## src/rtl/instr_fetch_unit.sv

```systemverilog
// Fetch stage: drives a 1-cycle-latency instruction ROM, buffers returned words
// with their PCs in a small FIFO and hands them to the core over valid/ready.
// Redirects flush everything in flight; halt only stops new reads.
module instr_fetch_unit #(
  parameter int ADDR_W   = 5,
  parameter int DATA_W   = 32,
  parameter int DEPTH    = 2,
  parameter int RESET_PC = 0
) (
  input  logic              CLOCK_50,
  input  logic              rst_n,
  output logic [ADDR_W-1:0] rom_addr,
  output logic              rom_rd_en,
  input  logic [DATA_W-1:0] rom_data,
  output logic [DATA_W-1:0] instr,
  output logic [ADDR_W-1:0] instr_pc,
  output logic              instr_valid,
  input  logic              instr_ready,
  input  logic              redirect_valid,
  input  logic [ADDR_W-1:0] redirect_pc,
  input  logic              halt
);

  localparam int PTR_W = $clog2(DEPTH);
  localparam int CNT_W = PTR_W + 1;
  localparam int OCC_W = CNT_W + 1;
  localparam logic [ADDR_W-1:0] RESET_ADDR = ADDR_W'(RESET_PC);
  localparam logic [OCC_W-1:0]  DEPTH_OCC  = OCC_W'(DEPTH);

  logic [ADDR_W-1:0] fetch_pc_q, fetch_pc_d;
  logic              inflight_q, inflight_d;
  logic [ADDR_W-1:0] inflight_pc_q, inflight_pc_d;
  logic [PTR_W-1:0]  wr_ptr_q, wr_ptr_d;
  logic [PTR_W-1:0]  rd_ptr_q, rd_ptr_d;
  logic [CNT_W-1:0]  count_q, count_d;
  logic [DATA_W-1:0] data_mem_q [DEPTH];
  logic [DATA_W-1:0] data_mem_d [DEPTH];
  logic [ADDR_W-1:0] pc_mem_q [DEPTH];
  logic [ADDR_W-1:0] pc_mem_d [DEPTH];

  logic              fifo_nonempty;
  logic              pop;
  logic              push;
  logic [OCC_W-1:0]  occupancy;

  // Handshake, issue decision and head presentation; the head is zeroed while empty
  always_comb begin
    fifo_nonempty = (count_q != '0);
    pop           = fifo_nonempty && instr_ready;
    push          = inflight_q && !redirect_valid;
    occupancy     = OCC_W'(count_q) + OCC_W'(inflight_q) - OCC_W'(pop);
    rom_rd_en     = rst_n && !halt && !redirect_valid && (occupancy < DEPTH_OCC);
    rom_addr      = fetch_pc_q;
    instr_valid   = fifo_nonempty;
    instr         = fifo_nonempty ? data_mem_q[rd_ptr_q] : '0;
    instr_pc      = fifo_nonempty ? pc_mem_q[rd_ptr_q] : '0;
  end

  // Next state: a redirect wins over pop, the returning word and halt
  always_comb begin
    fetch_pc_d    = fetch_pc_q;
    inflight_d    = rom_rd_en;
    inflight_pc_d = inflight_pc_q;
    wr_ptr_d      = wr_ptr_q;
    rd_ptr_d      = rd_ptr_q;
    count_d       = count_q;
    data_mem_d    = data_mem_q;
    pc_mem_d      = pc_mem_q;

    if (redirect_valid) begin
      fetch_pc_d = redirect_pc;
      wr_ptr_d   = '0;
      rd_ptr_d   = '0;
      count_d    = '0;
    end else begin
      if (rom_rd_en) begin
        fetch_pc_d    = fetch_pc_q + ADDR_W'(1);
        inflight_pc_d = fetch_pc_q;
      end
      if (push) begin
        data_mem_d[wr_ptr_q] = rom_data;
        pc_mem_d[wr_ptr_q]   = inflight_pc_q;
        wr_ptr_d             = wr_ptr_q + PTR_W'(1);
      end
      if (pop) begin
        rd_ptr_d = rd_ptr_q + PTR_W'(1);
      end
      count_d = count_q + CNT_W'(push) - CNT_W'(pop);
    end
  end

  // Control state with synchronous reset; clearing inflight discards any late ROM word
  always_ff @(posedge CLOCK_50) begin
    if (!rst_n) begin
      fetch_pc_q    <= RESET_ADDR;
      inflight_q    <= 1'b0;
      inflight_pc_q <= '0;
      wr_ptr_q      <= '0;
      rd_ptr_q      <= '0;
      count_q       <= '0;
    end else begin
      fetch_pc_q    <= fetch_pc_d;
      inflight_q    <= inflight_d;
      inflight_pc_q <= inflight_pc_d;
      wr_ptr_q      <= wr_ptr_d;
      rd_ptr_q      <= rd_ptr_d;
      count_q       <= count_d;
    end
  end

  // FIFO storage needs no reset since count gates every read of it
  always_ff @(posedge CLOCK_50) begin
    data_mem_q <= data_mem_d;
    pc_mem_q   <= pc_mem_d;
  end

endmodule
```

## config.mk

```make
export PLATFORM = sky130hd
export DESIGN_NAME = instr_fetch_unit
export DESIGN_NICKNAME = d
export VERILOG_FILES = /design/src/rtl/instr_fetch_unit.sv
export SDC_FILE = /design/constraint.sdc
export NUM_CORES = 1
export LEC_CHECK = 0
export CORE_UTILIZATION = 53
export DETAILED_ROUTE_END_ITERATION = 7
export PLACE_DENSITY = 0.85
export SKIP_LAST_GASP = 1
export SYNTH_ARGS = -nofsm -noshare
export SYNTH_HDL_FRONTEND = slang
export SYNTH_SLANG_ARGS = --single-unit
```

## constraint.sdc

```tcl
create_clock -name CLOCK_50 -period 6.15 [get_ports CLOCK_50]
set_clock_uncertainty 0.2 [all_clocks]
set_input_delay 0.9225 -clock CLOCK_50 [delete_from_list [all_inputs] [get_ports CLOCK_50]]
set_output_delay 0.9225 -clock CLOCK_50 [all_outputs]
set_load 0.1 [all_outputs]
```

==> out/results.txt <==
count of endpoints failing setup in the final report - 0
Row Count - 29
number of setup buffers added after CTS - 0
Total Routed Length - 6.29 mm
Die ar. - 0.00704 mm²
fraction of the cycle the final worst path needs - 0.700
clock slew seen by the registers of the worst setup and hold paths - 80 ps
total global routing track utilization - 0.191
leakage - 1.47 nW
post-layout power - 0.00112 W
Critical Path Max Stage Delay - 510 ps
net count after synthesis - 288
number of register bits inferred by synthesis - 89
cell count after placement - 393
routed wirelength normalized by instance count - 15.4 µm
total number of H-tree levels - 3
mean instance size in the synthesized netlist - 14.6 µm²
Gate Count Post-Synth - 243
initial drt markers - 103
leading cell types by total area after synthesis - sky130_fd_sc_hd__edfxtp_1 (62%), sky130_fd_sc_hd__mux2i_1 (11%), sky130_fd_sc_hd__dfxtp_1 (8.4%), sky130_fd_sc_hd__nor2_1 (4.2%), sky130_fd_sc_hd__o21ai_0 (1.4%)
post-cts hold buffer count - 0
area post-placement - 0.00446 mm²
synthesis-to-finish area growth - 30.2%
family of cells with the greatest summed delay on the critical path - buffers and inverters
critical path startpoint category - input pin
cell-by-cell listing of the critical path - clkdlybuf4s50_1 -> and3b_1 -> o21ai_0 -> fa_1 -> nand2b_1 -> nor3_2 -> buf_4
Sum Neg Setup Slack - 0 ps
number of instances resized during post-cts repair - 0
Crit. End Element - output port
combined buffer and inverter count along the critical path - 2
Async S/R FF share, synth - 0
highest net fanout along the worst path - 8
number of enable-type register cells in the synthesized netlist - 74
Peak VDD IR - 161 µV
Setup CP Type - input pin to output port
global-route wire length before repair - 10.3 mm
failing checks - design-rule violations
min-delay worst type - flop to flop
Initial Utilization - 0.554
setup repair after global routing missed its margin - false
count of pins over their slew limit - 0
initial antenna violation count - 0
Clk Tree Root Cell - sky130_fd_sc_hd__clkbuf_8
leading cell type by number of instances after synthesis - sky130_fd_sc_hd__edfxtp_1
final weighted congestion in routability-driven placement - 0.883
maximum clock frequency - 232 MHz
cell area after layout - 0.00463 mm²
DIE WIDTH - 83.9 µm
total overflow reported by the global router - 0
number of I/O pins - 86
post-route setup slack - 1840 ps
number of diodes - 0
Slowest-stage cell, CP - sky130_fd_sc_hd__fa_1
Fin. Hold Viols - 0
Yosys top cell area share - 0.625
post-synthesis instance area - 0.00356 mm²
worst relative slew slack - 0.217
Die Ht - 83.9 µm
cell area power density - 243 mW/mm²
library cell with the largest summed area after synthesis - sky130_fd_sc_hd__edfxtp_1
final critical path time including I/O delays and setup - 4310 ps
number of warning messages in the yosys log - 0
largest net degree at the start of global routing - 39
Total Nets Final - 372
number of remaining DRC errors - 14
average via count per standard cell - 5.31
Num CTS Buffers - 9
number of library cell types mapped by synthesis - 34
HPWL reported at the end of detailed placement - 4.09 mm
fraction of layout instances using a drive strength above 1 - 0.0725
Core Box Area - 0.00642 mm²
result of the run - finished, violations left
# port buffers - 85
sequential cell area fraction in the yosys report - 0.709
slew at the pin with the worst max-slew slack - 1170 ps
Clock Sink Count - 89
Vias - 2167
post-layout instance count excluding filler cells - 408
clock latency reported for the late side of the worst-skew pair - 340 ps
number of nets with antenna violations after routing - 0
arrival time worst endpoint - 3180 ps
critical path required time - 5030 ps
via count of the first global-routing pass - 2184
Synth Flop Type - sky130_fd_sc_hd__edfxtp_1
pre-CTS setup slack - 1820 ps
drt pass-1 iters - 6
TritonCTS clock tree - built
reported max-cap violation count - 0
maximum buffer depth of the clock tree - 2
most common library cells after synthesis - sky130_fd_sc_hd__edfxtp_1 (74), sky130_fd_sc_hd__nor2_1 (40), sky130_fd_sc_hd__mux2i_1 (38)
kinds of logic after synthesis:
| kind of cell | after synthesis | share of synthesized area |
|---|---|---|
| fa+ha+maj | 3 | 0.0127 |
| xor+xnor | 6 | 0.0222 |
| simple gates | 70 | 0.0922 |
| mux | 38 | 0.107 |
| buf+inv | 15 | 0.0197 |
| flops | 89 | 0.709 |
| compound gates | 22 | 0.0369 |
worst reg2reg max path, cell delays in order (launching register included):
cell and delay [ps]:
sky130_fd_sc_hd__dfxtp_1 670, sky130_fd_sc_hd__and3b_1 290, sky130_fd_sc_hd__o21ai_0 120, sky130_fd_sc_hd__fa_1 510
sky130_fd_sc_hd__nor2b_1 430, sky130_fd_sc_hd__a21boi_1 140, sky130_fd_sc_hd__o311a_1 350
layout make-up:
cell class,instances,area (µm²)
multi-input cells,139,980
inverters,3,11.3
fillers,443,1790
repair buffers,85,848
flip-flops and latches,89,2520
well taps,77,96.3
clock buffers,9,124
clock inverters,6,45.0
per-layer routing:
layer  share of wire  up-vias  global-route usage  wire length [µm]
met1            0.43     1025               0.241              2730
li1                -     1064                   -                 -
met4           0.015        0              0.0721                95
met3           0.048       10              0.0504               300
met2            0.50       68               0.316              3170
met5               0        -                   0                 0
where the power goes:
| part | internal, W | total, W | switching (W) | leakage, nW |
|---|---|---|---|---|
| logic | 0.0000422 | 0.000112 | 0.0000703 | 0.594 |
| registers | 0.000661 | 0.000668 | 0.00000698 | 0.802 |
| clock network | 0.000146 | 0.000344 | 0.000198 | 0.0777 |
per-stage QoR:
stage / utilization / hold WS [ps]
6_report: 0.721 / 270
2_1_floorplan: - / 225
3_5_place_dp: 0.694 / 254
4_1_cts: 0.721 / 279
5_1_grt: 0.721 / 298
3_3_place_gp: 0.694 / 231
worst paths after layout:
kind / start / to / slack [ps] / cells past startpoint
setup reg to reg: count_q[1] / rom_addr[0] / 3340 / 6
hold reg to reg: inflight_pc_q[4] / pc_mem_q[4] / 270 / 0
hold / removal: inflight_pc_q[4] / pc_mem_q[4] / 270 / 0
setup / recovery: instr_ready / rom_rd_en / 1840 / 7
layout by cell type, fill, tap and decap left out, types with 3 or more instances in the layout:
cell type | Yosys | layout
sky130_fd_sc_hd__a31oi_1 | 4 | 4
sky130_fd_sc_hd__clkbuf_8 | 0 | 9
sky130_fd_sc_hd__clkdlybuf4s50_1 | 0 | 84
sky130_fd_sc_hd__clkinvlp_4 | 0 | 3
sky130_fd_sc_hd__dfxtp_1 | 15 | 14
sky130_fd_sc_hd__edfxtp_1 | 74 | 74
sky130_fd_sc_hd__inv_1 | 3 | 3
sky130_fd_sc_hd__mux2i_1 | 38 | 38
sky130_fd_sc_hd__nand2_1 | 5 | 5
sky130_fd_sc_hd__nand2b_1 | 3 | 3
sky130_fd_sc_hd__nand3_1 | 3 | 3
sky130_fd_sc_hd__nand4_1 | 5 | 5
sky130_fd_sc_hd__nor2_1 | 40 | 39
sky130_fd_sc_hd__nor2b_1 | 5 | 4
sky130_fd_sc_hd__o21ai_0 | 10 | 10
registers in the layout, indices dropped and copies added, names as in the netlist:
register and cells:
data_mem_q 64, pc_mem_q 10, inflight_pc_q 5, rom_addr 5, count_q 2, inflight_q 1, rd_ptr_q 1, wr_ptr_q 1
Power figures use the tool's default switching activity.
